$ cat src/rtl/instr_fetch.sv
// Instruction fetch stage and IF/ID pipeline register.
// Holds the fetch PC, runs the imem req/ack handshake, parks an instruction
// in a skid register across decode stalls, and absorbs redirects.
module instr_fetch #(
  parameter logic [31:0] RESET_PC = 32'h0000_0000
) (
  input  logic        clk,
  input  logic        rst_n,
  input  logic        stall,
  input  logic        redirect,
  input  logic [31:0] redirect_pc,
  output logic        imem_req,
  output logic [31:0] imem_addr,
  input  logic [31:0] imem_rdata,
  input  logic        imem_ack,
  output logic [31:0] instr,
  output logic [31:0] pc,
  output logic [31:0] npc,
  output logic        valid
);

  typedef enum logic [1:0] {
    StReq  = 2'd0,
    StHeld = 2'd1,
    StDrop = 2'd2
  } state_e;

  state_e      state;
  logic [31:0] fpc;
  logic [31:0] skid;
  logic [31:0] skid_pc;
  logic [31:0] target;
  logic [31:0] fpc_inc;
  logic [31:0] skid_pc_inc;
  logic        acked;

  assign target      = {redirect_pc[31:2], 2'b00};
  assign fpc_inc     = fpc + 32'd4;
  assign skid_pc_inc = skid_pc + 32'd4;
  // imem_req is low in the first cycle after reset, so an ack there is ignored.
  assign acked       = imem_req & imem_ack;

  // Fetch FSM, fetch PC, skid buffer and registered IF/ID / imem outputs.
  always_ff @(posedge clk or negedge rst_n) begin
    if (!rst_n) begin
      state     <= StReq;
      fpc       <= RESET_PC;
      skid      <= 32'h0;
      skid_pc   <= 32'h0;
      imem_req  <= 1'b0;
      imem_addr <= RESET_PC;
      instr     <= 32'h0;
      pc        <= 32'h0;
      npc       <= 32'h0;
      valid     <= 1'b0;
    end else if (redirect) begin
      fpc   <= target;
      instr <= 32'h0;
      valid <= 1'b0;
      if (state == StDrop && !imem_ack) begin
        // Abandoned request still pending: keep its address until it acks.
        state <= StDrop;
      end else if (state == StReq && imem_req && !imem_ack) begin
        state <= StDrop;
      end else begin
        state     <= StReq;
        imem_req  <= 1'b1;
        imem_addr <= target;
      end
    end else begin
      case (state)
        StReq: begin
          imem_req <= 1'b1;
          if (acked) begin
            fpc       <= fpc_inc;
            imem_addr <= fpc_inc;
            if (stall) begin
              skid     <= imem_rdata;
              skid_pc  <= fpc;
              state    <= StHeld;
              imem_req <= 1'b0;
            end else begin
              instr <= imem_rdata;
              pc    <= fpc;
              npc   <= fpc_inc;
              valid <= 1'b1;
            end
          end else if (!stall) begin
            // Bubble; pc/npc keep their previous values.
            instr <= 32'h0;
            valid <= 1'b0;
          end
        end
        StHeld: begin
          if (!stall) begin
            instr    <= skid;
            pc       <= skid_pc;
            npc      <= skid_pc_inc;
            valid    <= 1'b1;
            state    <= StReq;
            imem_req <= 1'b1;
          end
        end
        StDrop: begin
          instr <= 32'h0;
          valid <= 1'b0;
          if (imem_ack) begin
            state     <= StReq;
            imem_addr <= fpc;
          end
        end
        default: begin
          state <= StReq;
        end
      endcase
    end
  end

endmodule

$ cat config.mk
export PLATFORM = sky130hd
export DESIGN_NAME = instr_fetch
export DESIGN_NICKNAME = d
export VERILOG_FILES = /design/src/rtl/instr_fetch.sv
export SDC_FILE = /design/constraint.sdc
export NUM_CORES = 1
export LEC_CHECK = 0
export ABC_AREA = 1
export BUFFER_PORTS_ARGS = -buffer_cell sky130_fd_sc_hd__buf_2
export CAP_MARGIN = 30
export CORE_MARGIN = 4
export CORE_UTILIZATION = 37
export DETAILED_ROUTE_END_ITERATION = 6
export SYNTH_ARGS = -nofsm -noshare
export SYNTH_HDL_FRONTEND = slang
export SYNTH_SLANG_ARGS = --single-unit
$ cat constraint.sdc
create_clock -name clk -period 2.4 [get_ports clk]
set_input_delay 0.6 -clock clk [delete_from_list [all_inputs] [get_ports clk]]
set_output_delay 0.6 -clock clk [all_outputs]
set_load 0.02 [all_outputs]
==> results of run 1 <==
metal layers:
metal | wire (µm) | vias to the layer above
met5 | 0 | -
met4 | 946 | 0
met3 | 2345 | 56
met2 | 16580 | 395
met1 | 18280 | 5268
li1 | - | 5369
synthesized netlist by cell type, drive strengths merged:
| library cell | n | area, µm² |
|---|---|---|
| a31oi | 10 | 62.56 |
| and2 | 5 | 33.78 |
| a21oi | 77 | 392.9 |
| nand2 | 443 | 1700 |
| o221ai | 8 | 70.07 |
| nor2 | 138 | 613.1 |
| buf | 46 | 267.8 |
| conb | 1 | 3.750 |
| mux2 | 27 | 304.0 |
| o2111ai | 1 | 8.760 |
| ha | 5 | 62.56 |
| dfrtp | 219 | 5480 |
| inv | 92 | 345.3 |
| o21ai | 184 | 920.9 |
| o211ai | 66 | 500.5 |
| o21a | 2 | 15.01 |
| clkbuf | 40 | 151.4 |
| nand3 | 96 | 495.5 |
| xor2 | 13 | 113.9 |
| clkinv | 3 | 11.26 |
| nand4 | 8 | 50.05 |
| nor3 | 1 | 5.000 |
| or2 | 26 | 162.7 |
final cells by class:
cell class | instances | area share (%)
multi-input combinational | 1114 | 38.73
tap | 402 | 3.523
clock buffer | 33 | 5.232
clock inverter | 15 | 1.858
sequential | 219 | 38.38
timing repair buffer | 232 | 9.780
inverter | 95 | 2.498
layout by cell type (no fill, tap or decap), types with 6 or more instances in the layout:
master,n
sky130_fd_sc_hd__nand2_1,436
sky130_fd_sc_hd__nor2_1,116
sky130_fd_sc_hd__inv_2,6
sky130_fd_sc_hd__clkinv_2,6
sky130_fd_sc_hd__clkbuf_8,7
sky130_fd_sc_hd__nor2_4,8
sky130_fd_sc_hd__nor2_2,14
sky130_fd_sc_hd__nand4_1,8
sky130_fd_sc_hd__a21oi_1,75
sky130_fd_sc_hd__xor2_1,13
sky130_fd_sc_hd__inv_1,86
sky130_fd_sc_hd__or2_2,26
sky130_fd_sc_hd__o21ai_0,172
sky130_fd_sc_hd__buf_2,191
sky130_fd_sc_hd__o221ai_1,8
sky130_fd_sc_hd__buf_12,10
sky130_fd_sc_hd__bufinv_16,7
sky130_fd_sc_hd__buf_4,30
sky130_fd_sc_hd__o211ai_1,65
sky130_fd_sc_hd__clkbuf_16,26
sky130_fd_sc_hd__nand3_1,93
sky130_fd_sc_hd__a31oi_1,10
sky130_fd_sc_hd__dfrtp_1,219
sky130_fd_sc_hd__o21ai_1,12
sky130_fd_sc_hd__mux2_2,26
worst register-to-register path: cells and delay by family, from the launching register on:
family                     cells  cell delay [ps]
AOI/OAI and AO/OA              1              150
buffers and inverters          4              710
and+or+nand+nor                3              550
adders and majority gates      1              270
DFF                            1              380
registers in the layout, summed over array words and instances, names as in the netlist:
name,flops
skid,32
skid_pc,30
npc,30
fpc,30
pc,30
state,2
instr,32
imem_addr,31
imem_req,1
valid,1
worst min-delay path by stage:
stage                        from  endpoint  cells after the start
final                       rst_n    pc[22]                      1
after global routing        rst_n    pc[23]                      1
after CTS                   rst_n    pc[22]                      1
after detailed placement   npc[6]    npc[6]                      2
after global placement    npc[15]   npc[15]                      2
after floorplan             rst_n   fpc[10]                      0
cells by family (layout without fill, tap and decap cells):
logic type	count (synthesis)	after routing	share of synthesized area [%]
fa+ha+maj	5	5	0.5315
flops	219	219	46.56
xor+xnor	13	13	0.9673
simple gates	717	717	26.00
other cells	1	4	0.03186
mux	27	27	2.583
buf+inv	181	375	6.590
compound gates	348	348	16.74
through the flow:
step | total power [W] | util, % | setup slack, ps | hold WS, ps | cells
5_1_grt | 0.02162 | 45.36 | 120.6 | 25.19 | 2110
3_3_place_gp | 0.01545 | 42.15 | 240.1 | 459.4 | 2062
3_5_place_dp | 0.01561 | 42.15 | 200.9 | 461.1 | 2062
6_report | 0.02016 | 45.36 | 262.7 | 11.26 | 2110
4_1_cts | 0.02029 | 45.36 | 248.2 | 12.93 | 2110
2_1_floorplan | 0.01230 | - | 703.1 | 304.4 | 1514
report_power, final:
group,switching (W),internal [W],leakage [nW]
registers,0.00122,0.00534,2.71
clock network,0.00166,0.00295,0.505
logic,0.00591,0.00308,3.45
total,0.00879,0.0114,6.66
==> key figures, run 1 <==
Timing
  • Setup total negative slack: 0 ps
  • Number of max-slew violations in the final report: 0
  • Final Setup Violations: 0
  • Setup repair after global routing missed its margin: false
  • Minimum clock period after layout: between 2000 and 2500 ps
  • Clock tree skew after final layout: approximately 18 ps
  • Highest clock rate: roughly 0.47 GHz
  • Final period utilization: slightly below 90%
  • Hold violation total from the final report: 0
  • Worst Tran Pin Value: around 650 ps
  • Worst rel slew slack: around 57%

Final layout
  • Final net count: approximately 1800
  • Total inserted antenna cells: 0
  • Filler instances: 3174
  • Area grow syn2layout: 21.29%
  • Fraction of layout cells with a size suffix above 1: 21.96%
  • Area of the multi-input gates: between 5000 and 6000 µm²
  • Storage cell area: approximately 5500 µm²
  • Final Instance Area: approximately 14000 µm²

Global routing
  • Met3 track demand over resource: approximately 2.6%
  • Largest net degree at the start of global routing: between 80 and 90
  • Global route total overflow: 0
  • Most heavily used metal layer in global routing: met1
  • First-pass GRT wire length: approximately 60000 µm
  • Total global routing track utilization: between 20% and 30%
  • Met2 Track Usage GR: between 30% and 40%
  • Number of antenna violations at the first check in global routing: 0
  • Vias in the first global route: between 10000 and 15000
  • Met1 global-route usage: about a third

Clock tree
  • TritonCTS buffer count: 26
  • Buffer type at the clock tree root: sky130_fd_sc_hd__clkbuf_16
  • CTS Sinks: around 220
  • Setup fix buffers added after clock tree synthesis: 0
  • CTS H-Tree Depth: 1
  • Clock latency at the later pin of the worst-skew pair: ~540 ps
  • Clk pin slew, worst setup/hold paths: around 60 ps
  • CTS tree: yes
  • Number of buffers on the longest clock path: 3
  • Post-CTS sizing: 0
  • Number of buffers inserted for hold repair after clock tree synthesis: 0

Setup path
  • CP Max Fanout: 32
  • Data arrival, critical path: 2590 ps
  • CP Launch Point: state[0]
  • Origin of the critical flop-to-flop path: state[0]
  • CP top delay family: buffers and inverters
  • Worst setup path category: reg2reg
  • Cell count of the worst reg-to-reg path: 9
  • Cell seen most often among critical-path stages: sky130_fd_sc_hd__inv_2
  • R2r endpoint: imem_addr[6]
  • Setup crit end: imem_addr[6]
  • Cells along the critical path: inv_1 -> ha_1 -> inv_2 -> nand2_1 -> nand4_1 -> inv_2 -> buf_12 -> nor2_1 -> a31oi_1
  • Number of cells on the critical path: 9
  • Register-to-register path setup slack: between 200 and 300 ps
  • Count of buffer and inverter cells on the critical path: 4
  • Worst path max stage delay: around 380 ps
  • Kind of end point of the critical path: flop
  • Required @ worst endpoint: 2860 ps
  • Startpoint Class: flop
  • Worst-path cell with the longest stage delay: sky130_fd_sc_hd__dfrtp_1

Detailed routing
  • Total Wirelength: 38150 µm
  • Final routed DRC violation total: 0
  • Number of nets with antenna violations after detailed routing: 0
  • Average via count per standard cell: between 5 and 6
  • Via total after detailed routing: approximately 11000
  • Number of DRC violations after detailed-routing iteration 0: approximately 820
  • Routed wire length per instance: 18.08 µm
  • Total iterations of the first detailed-routing run: 7

Logic synthesis
  • Avg Synthesized Cell Area: 7.790 µm²
  • Mapped Area: 11770 µm²
  • Post-Synthesis Cells: 1511
  • Synthesized flop and latch total: about 220
  • Yosys warning total: 0
  • Netlist cell types: 37
  • Proportion of synthesized chip area in sequential cells: around 47%

Die
  • Vertical extent of the die: around 190 µm
  • Die Footprint: approximately 35000 µm²
  • Floorplan row count: 65
  • Core region area: between 30000 and 40000 µm²
  • Starting Density: about 37%
  • Horiz. Die Dim: between 150 and 200 µm
  • Number of top-level pins: between 150 and 200

Outcome
  • Result of the run: finished, final reports clean

Worst hold path
  • Min-Delay Path Class: in2async

Job
  • # Max-Cap Violations: 0

Placed design
  • Total half-perimeter wirelength after legalization and detailed placement: ~28000 µm
  • Weighted congestion at the end of routability-driven global placement: 0.9006
  • # port buffers: approximately 190
  • Post-detailed-placement cell area: about 13000 µm²

Power and ir drop
  • Leakage component of the power: roughly 6.7 nW
  • Cell area power density: roughly 1400 nW/µm²
  • Worst supply voltage drop on vdd: around 0.61 mV
Power figures use the tool's default switching activity.
==> run 2: changes to the inputs <==
==> constraint.sdc (replaced) <==
create_clock -name clk -period 2.4 [get_ports clk]
set_input_delay 0.12 -clock clk [delete_from_list [all_inputs] [get_ports clk]]
set_output_delay 0.12 -clock clk [all_outputs]
set_load 0.02 [all_outputs]
==> run 2 against run 1 <==
Net effect: first-iteration DRC count rose by 13%; die area stayed put; maximum frequency rose by 5.1%; cell count grew 2.8%; sequential power about the same; clock power is 4.3% lower; count of clock-buffer cells in the layout shrank 1; combinational power hardly changed; global-route usage shrank 0.14 points; clock skew fell by 5.0 ps; routed wire length grew 0.67%; power fell by 0.95%; critical path type unchanged.
==> key figures, run 2 (synthesis results as in run 1) <==
Global routing
  • First-pass GRT wire length: about 60000 µm
  • Global route total overflow: 0
  • Total global routing track utilization: a little over a fifth
  • Largest net degree at the start of global routing: 92
  • Vias in the first global route: 10830
  • Number of antenna violations at the first check in global routing: 0

Timing
  • Setup total negative slack: 0 ps
  • Final Setup Violations: 0
  • Worst Tran Pin Value: 628.5 ps
  • Setup repair after global routing missed its margin: false
  • Highest clock rate: 0.4916 GHz
  • Number of max-slew violations in the final report: 0
  • Minimum clock period after layout: just over 2000 ps
  • Hold violation total from the final report: 0
  • Clock tree skew after final layout: around 13 ps
  • Final period utilization: 84.76%
  • Worst rel slew slack: approximately 58%

Worst hold path
  • Endpoint, Worst Hold: imem_addr[3]
  • Worst hold start: redirect
  • Min-Delay Path Class: in2reg
  • Count of cells along the worst hold path: 3

Power and ir drop
  • Leakage component of the power: slightly below 7 nW
  • Cell area power density: about 1300 nW/µm²
  • Worst supply voltage drop on vdd: between 0.6 and 0.7 mV

Die
  • Die Footprint: ~35000 µm²
  • Core region area: between 30000 and 40000 µm²
  • Number of top-level pins: 199
  • Horiz. Die Dim: 186.4 µm
  • Vertical extent of the die: 186.4 µm
  • Floorplan row count: 65
  • Starting Density: 37.40%

Final layout
  • Final net count: approximately 1800
  • Fraction of layout cells with a size suffix above 1: a little over a fifth
  • Final standard cell count with taps included and fillers excluded: ~2200
  • Final Instance Area: 14810 µm²
  • Top library cells by usage in the layout, fill and taps aside: 436 x sky130_fd_sc_hd__nand2_1, 219 x sky130_fd_sc_hd__dfrtp_1, 191 x sky130_fd_sc_hd__buf_2
  • Area grow syn2layout: 25.84%
  • Filler instances: 3168
  • Regs by FF count: instr (32), skid (32), imem_addr (31)
  • Most common cell after layout, fill and taps aside: sky130_fd_sc_hd__nand2_1
  • Total inserted antenna cells: 0

Setup path
  • Worst setup path category: reg2reg
  • CP Max Fanout: a little over 90
  • Origin of the critical flop-to-flop path: state[0]
  • Kind of end point of the critical path: flop
  • Data arrival, critical path: around 2500 ps
  • Startpoint Class: flop
  • Register-to-register path setup slack: ~370 ps
  • R2r endpoint: skid[20]
  • Required @ worst endpoint: 2820 ps
  • Cell count of the worst reg-to-reg path: 8

Clock tree
  • Post-CTS sizing: 0
  • CTS H-Tree Depth: 1
  • Clock latency at the later pin of the worst-skew pair: 540 ps
  • CTS Sinks: around 220
  • Setup fix buffers added after clock tree synthesis: 0
  • CTS tree: yes
  • Number of buffers on the longest clock path: 3
  • TritonCTS buffer count: 26
  • Clk pin slew, worst setup/hold paths: approximately 60 ps
  • Number of buffers inserted for hold repair after clock tree synthesis: between 60 and 70
  • Buffer type at the clock tree root: sky130_fd_sc_hd__clkbuf_16

Detailed routing
  • Average via count per standard cell: 5.147
  • Via total after detailed routing: 11163
  • Routed wire length per instance: approximately 18 µm
  • Total iterations of the first detailed-routing run: 6
  • Final routed DRC violation total: 0
  • Number of nets with antenna violations after detailed routing: 0
  • Total Wirelength: between 30000 and 40000 µm
  • Number of DRC violations after detailed-routing iteration 0: 920

Placed design
  • Post-detailed-placement cell area: between 10000 and 15000 µm²
  • # port buffers: between 150 and 200
  • Weighted congestion at the end of routability-driven global placement: between 0.9 and 1
  • Post-Place Cells: between 2000 and 2500
  • Total half-perimeter wirelength after legalization and detailed placement: around 28000 µm

Job
  • # Max-Cap Violations: 0

Outcome
  • Result of the run: finished, final reports clean
==> run 2: cell types whose count changed in the layout (fill, tap and decap cells not counted), sizes merged <==
| cell | previous run | this run |
|---|---|---|
| clkbuf | 33 | 32 |
| buf | 232 | 228 |
| bufinv | 7 | 6 |
| clkinv | 10 | 9 |
| dlygate4sd3 | 0 | 64 |
| clkinvlp | 0 | 2 |
==> run 2: worst max path at each step <==
stage                         end  startpoint  slack [ps]
global route        imem_addr[20]    state[0]         200
detailed placement  imem_addr[13]    state[0]         370
global placement    imem_addr[31]    state[0]         420
floorplan                skid[17]    state[0]         720
finish                   skid[20]    state[0]         370
CTS                 imem_addr[15]    state[0]         360
==> run 2: routing by layer <==
| layer | track usage, % | share of wire, % | vias up |
|---|---|---|---|
| li1 | - | - | 5469 |
| met1 | 32.18 | 48 | 5326 |
| met2 | 32.50 | 43 | 318 |
| met3 | 3.722 | 6.4 | 50 |
| met4 | 5.006 | 2.3 | 0 |
| met5 | 0 | 0 | - |
==> run 2: power breakdown <==
part           total [W]  switching [W]  internal (W)  leakage, nW
Combinational    0.00898        0.00587       0.00310         3.69
Clock            0.00441        0.00165       0.00276        0.468
Sequential       0.00658        0.00124       0.00534         2.71
Total             0.0200        0.00877        0.0112         6.87
==> run 2: final cells by class <==
cell class	instances	area (µm²)	share of cell area (%)
clock buffers	32	713.2	4.815
multi-input cells	1114	5529	37.33
inverters	95	356.6	2.407
clock inverters	15	249.0	1.681
well taps	402	503.0	3.396
repair buffers	292	1982	13.38
flip-flops and latches	219	5480	37.00
==> run 2: through the flow <==
stage                     hold WS [ps]  worst slack [ps]  total power [W]  util (%)
after floorplan                 -175.6             723.0          0.01230         -
after global placement           42.20             418.1          0.01537     41.97
after detailed placement         43.89             367.3          0.01555     41.97
after CTS                        35.39             362.5          0.02010     47.06
after global routing             80.92             196.6          0.02140     47.06
final                            57.85             365.9          0.01997     47.06
==> run 2: worst max-delay path: stages (launching register included) <==
cell                      delay [ps]
sky130_fd_sc_hd__dfrtp_1         380
sky130_fd_sc_hd__inv_1            90
sky130_fd_sc_hd__ha_1            250
sky130_fd_sc_hd__inv_2            70
sky130_fd_sc_hd__nor2_2          190
sky130_fd_sc_hd__inv_2            60
sky130_fd_sc_hd__nor2_4          100
sky130_fd_sc_hd__buf_12          370
sky130_fd_sc_hd__mux2_2          390
==> run 3: changes to the inputs <==
--- a/config.mk
+++ b/config.mk
@@ -5,7 +5,7 @@
 export SDC_FILE = /design/constraint.sdc
 export NUM_CORES = 1
 export LEC_CHECK = 0
-export ABC_AREA = 1
+export ABC_AREA = 0
 export BUFFER_PORTS_ARGS = -buffer_cell sky130_fd_sc_hd__buf_2
 export CAP_MARGIN = 30
 export CORE_MARGIN = 4
==> constraint.sdc (replaced) <==
create_clock -name clk -period 1.8 [get_ports clk]
set_input_delay 0.09 -clock clk [delete_from_list [all_inputs] [get_ports clk]]
set_output_delay 0.09 -clock clk [all_outputs]
set_load 0.02 [all_outputs]
==> run 3 against run 2 <==
Net effect: the run now ends with negative setup slack left; utilization increased by 13 points; worst hold slack got worse by 52 ps; global-route usage decreased by 0.28 points; routed wire length increased by 4.9%; register-to-register slack got worse by 740 ps; sequential power increased by 21%; critical path depth decreased by 3; first-iteration DRC count decreased by 21%; synthesized area decreased by 3.5%; worst setup slack got worse by 740 ps; final area increased by 22%; flip-flop and latch count unchanged; critical endpoint is now npc[27]; largest power group unchanged.
==> key figures, run 3 <==
Outcome
  • Result of the run: finished, violations left
  • Violations in the final reports: negative setup slack

Global routing
  • First-pass GRT wire length: around 57000 µm
  • Global route total overflow: 0
  • Number of antenna violations at the first check in global routing: 3
  • Vias in the first global route: slightly above 10000
  • Largest net degree at the start of global routing: 61
  • Total global routing track utilization: 21.16%

Logic synthesis
  • Mapped Area: 11360 µm²
  • Primary FF master, synth: sky130_fd_sc_hd__dfrtp_1
  • Area fraction of the dominant cell type after synthesis: just under 50%
  • Synth area leader: sky130_fd_sc_hd__dfrtp_1
  • Post-synthesis async set-or-reset flop share: 100.0%
  • Proportion of synthesized chip area in sequential cells: 48.25%
  • Post-Synthesis Cells: 1130
  • Synthesized flop and latch total: about 220
  • Yosys warning total: 0
  • Avg Synthesized Cell Area: roughly 10 µm²
  • Ranking of synthesized cells by area: sky130_fd_sc_hd__dfrtp_1 48%, sky130_fd_sc_hd__mux2_2 7.4%, sky130_fd_sc_hd__mux2i_1 7.1%
  • Netlist cell types: 57
  • Commonest cells post-synth: 219 x sky130_fd_sc_hd__dfrtp_1, 142 x sky130_fd_sc_hd__nand2_1, 103 x sky130_fd_sc_hd__o21ai_0
  • Most numerous cell in the Yosys netlist: sky130_fd_sc_hd__dfrtp_1
  • Post-synth EDFFs: 0

Timing
  • Final Setup Violations: 188
  • Minimum clock period after layout: about 2200 ps
  • Clock tree skew after final layout: approximately 14 ps
  • Number of max-slew violations in the final report: 0
  • Highest clock rate: ~0.46 GHz
  • Setup ws final: -372.7 ps
  • Setup total negative slack: -29830 ps
  • Setup repair after global routing missed its margin: true
  • Final period utilization: 120.7%
  • Hold violation total from the final report: 0
  • Worst rel slew slack: 65.48%
  • Worst Tran Pin Value: 517.8 ps

Die
  • Number of top-level pins: 199
  • Die Footprint: roughly 34000 µm²
  • Vertical extent of the die: 183.2 µm
  • Horiz. Die Dim: about 180 µm
  • Floorplan row count: 63
  • Core region area: around 30000 µm²
  • Starting Density: a little under two fifths

Setup path
  • CP Max Fanout: 5
  • Kind of end point of the critical path: flop
  • Register-to-register path setup slack: -370 ps
  • Cell count of the worst reg-to-reg path: 5
  • Data arrival, critical path: 2560 ps
  • Required @ worst endpoint: about 2200 ps
  • Startpoint Class: flop
  • Worst setup path category: reg2reg

Power and ir drop
  • Total Power Consumption: 0.02284 W
  • Worst supply voltage drop on vdd: slightly above 0.8 mV
  • Cell area power density: between 1000 and 1500 nW/µm²
  • Leakage component of the power: 8.167 nW

Final layout
  • Final core utilization: 60.32%
  • Final standard cell count with taps included and fillers excluded: just under 2000
  • Top library cells by usage in the layout, fill and taps aside: 217 x sky130_fd_sc_hd__dfrtp_1, 192 x sky130_fd_sc_hd__buf_2, 116 x sky130_fd_sc_hd__buf_4
  • Storage cell area: approximately 5500 µm²
  • Final Instance Area: 18070 µm²
  • Final net count: around 1600
  • Area grow syn2layout: 59.09%
  • Most common cell after layout, fill and taps aside: sky130_fd_sc_hd__dfrtp_1
  • Area of the multi-input gates: 6952 µm²
  • Filler instances: 2371
  • Fraction of layout cells with a size suffix above 1: about half
  • Regs by FF count: instr (32), skid (32), imem_addr (31)

Clock tree
  • CTS H-Tree Depth: 1
  • CTS tree: yes
  • Buffer type at the clock tree root: sky130_fd_sc_hd__clkbuf_16
  • Number of buffers on the longest clock path: 3
  • Clock latency at the later pin of the worst-skew pair: between 500 and 600 ps
  • CTS Sinks: 219
  • Clk pin slew, worst setup/hold paths: 60 ps
  • TritonCTS buffer count: 26

Detailed routing
  • Number of nets with antenna violations after detailed routing: 0
  • Average via count per standard cell: 5.374
  • Routed wire length per instance: ~21 µm
  • Final routed DRC violation total: 0
  • Total iterations of the first detailed-routing run: 5
  • Total Wirelength: just over 40000 µm
  • Number of DRC violations after detailed-routing iteration 0: 726
  • Via total after detailed routing: between 10000 and 15000

Placed design
  • Weighted congestion at the end of routability-driven global placement: ~1
  • Post-Place Cells: approximately 1800
  • Post-detailed-placement cell area: around 14000 µm²
  • Total half-perimeter wirelength after legalization and detailed placement: 24480 µm
  • # port buffers: 192

Worst hold path
  • Min-Delay Path Class: in2async

Job
  • # Max-Cap Violations: 0
==> run 3: cell count changes after synthesis, sizes merged, moves of 27 or more <==
cell,delta
mux2i,+80
o211ai,-63
nand2,-301
o21ai,-81
xnor2,+60
a21oi,-41
mux2,+48
clkbuf,+36
inv,-78
nor2,-91
nand3,-72
xor2,+30
nor4,+27
nor3,+28
==> run 3: per-layer routing <==
metal / track usage, % / wire, µm / part of all wire, % / vias up
li1: - / - / - / 4767
met1: 28.41 / 17110 / 42 / 5214
met2: 34.63 / 19430 / 48 / 374
met3: 4.681 / 2522 / 6.3 / 74
met4: 6.049 / 1211 / 3.0 / 2
met5: 0 / 7 / 0.017 / -
==> run 3: cells by family after synthesis <==
group,count (synthesis),synth area share (%)
and+or+nand+nor,330,13.98
DFF,219,48.25
AOI/OAI and AO/OA,195,10.08
muxes,155,14.49
buffers and inverters,122,4.671
xor gates and xnor gates,103,7.943
adders and majority gates,5,0.5508
other,1,0.03302
==> run 3: worst paths after layout <==
check | start | endpoint
setup / recovery | fpc[11] | npc[27]
hold / removal | rst_n | pc[6]
setup reg to reg | fpc[11] | npc[27]
hold reg to reg | pc[5] | pc[5]
max in group asynchronous | rst_n | instr[28]
min in group clk | redirect_pc[27] | fpc[27]
==> run 3: what timing repair did <==
action                                  4_1_cts  5_1_grt
pin swaps                                    52       96
setup buffers                                29       19
resized for setup                           172      242
gates cloned                                 13       20
hold buffers                                 63        0
endpoints found under the setup margin      211      217
endpoints found under the hold margin       339        0
==> run 3: where the power goes <==
part | switching [W] | internal [W]
sequential | 0.00135 | 0.00663
clock | 0.00217 | 0.00308
combinational | 0.00523 | 0.00437
total | 0.00876 | 0.0141
==> run 3: area by class of cell <==
cell class / count / share of cell area (%)
antenna: 2 / 0.02770
clock buffer: 38 / 4.238
clock inverter: 8 / 0.4432
inverter: 14 / 0.3047
multi-input combinational: 794 / 38.47
sequential: 219 / 30.34
tap: 390 / 2.701
timing repair buffer: 476 / 23.47
==> run 3: per-stage QoR <==
step                      hold slack [ps]  setup WS, ps
after floorplan                    -205.6        -456.4
after global placement             -32.46        -272.7
after detailed placement           -29.35        -327.7
after CTS                           2.916        -262.2
after global routing                24.20        -371.6
final                               5.406        -372.7
==> run 3: critical path: stages, from the launching register on <==
cell and delay, ps:
sky130_fd_sc_hd__dfrtp_1 400, sky130_fd_sc_hd__nand4_1 190, sky130_fd_sc_hd__or4_4 600, sky130_fd_sc_hd__nor4_1 450
sky130_fd_sc_hd__xnor2_1 200, sky130_fd_sc_hd__o221ai_1 180
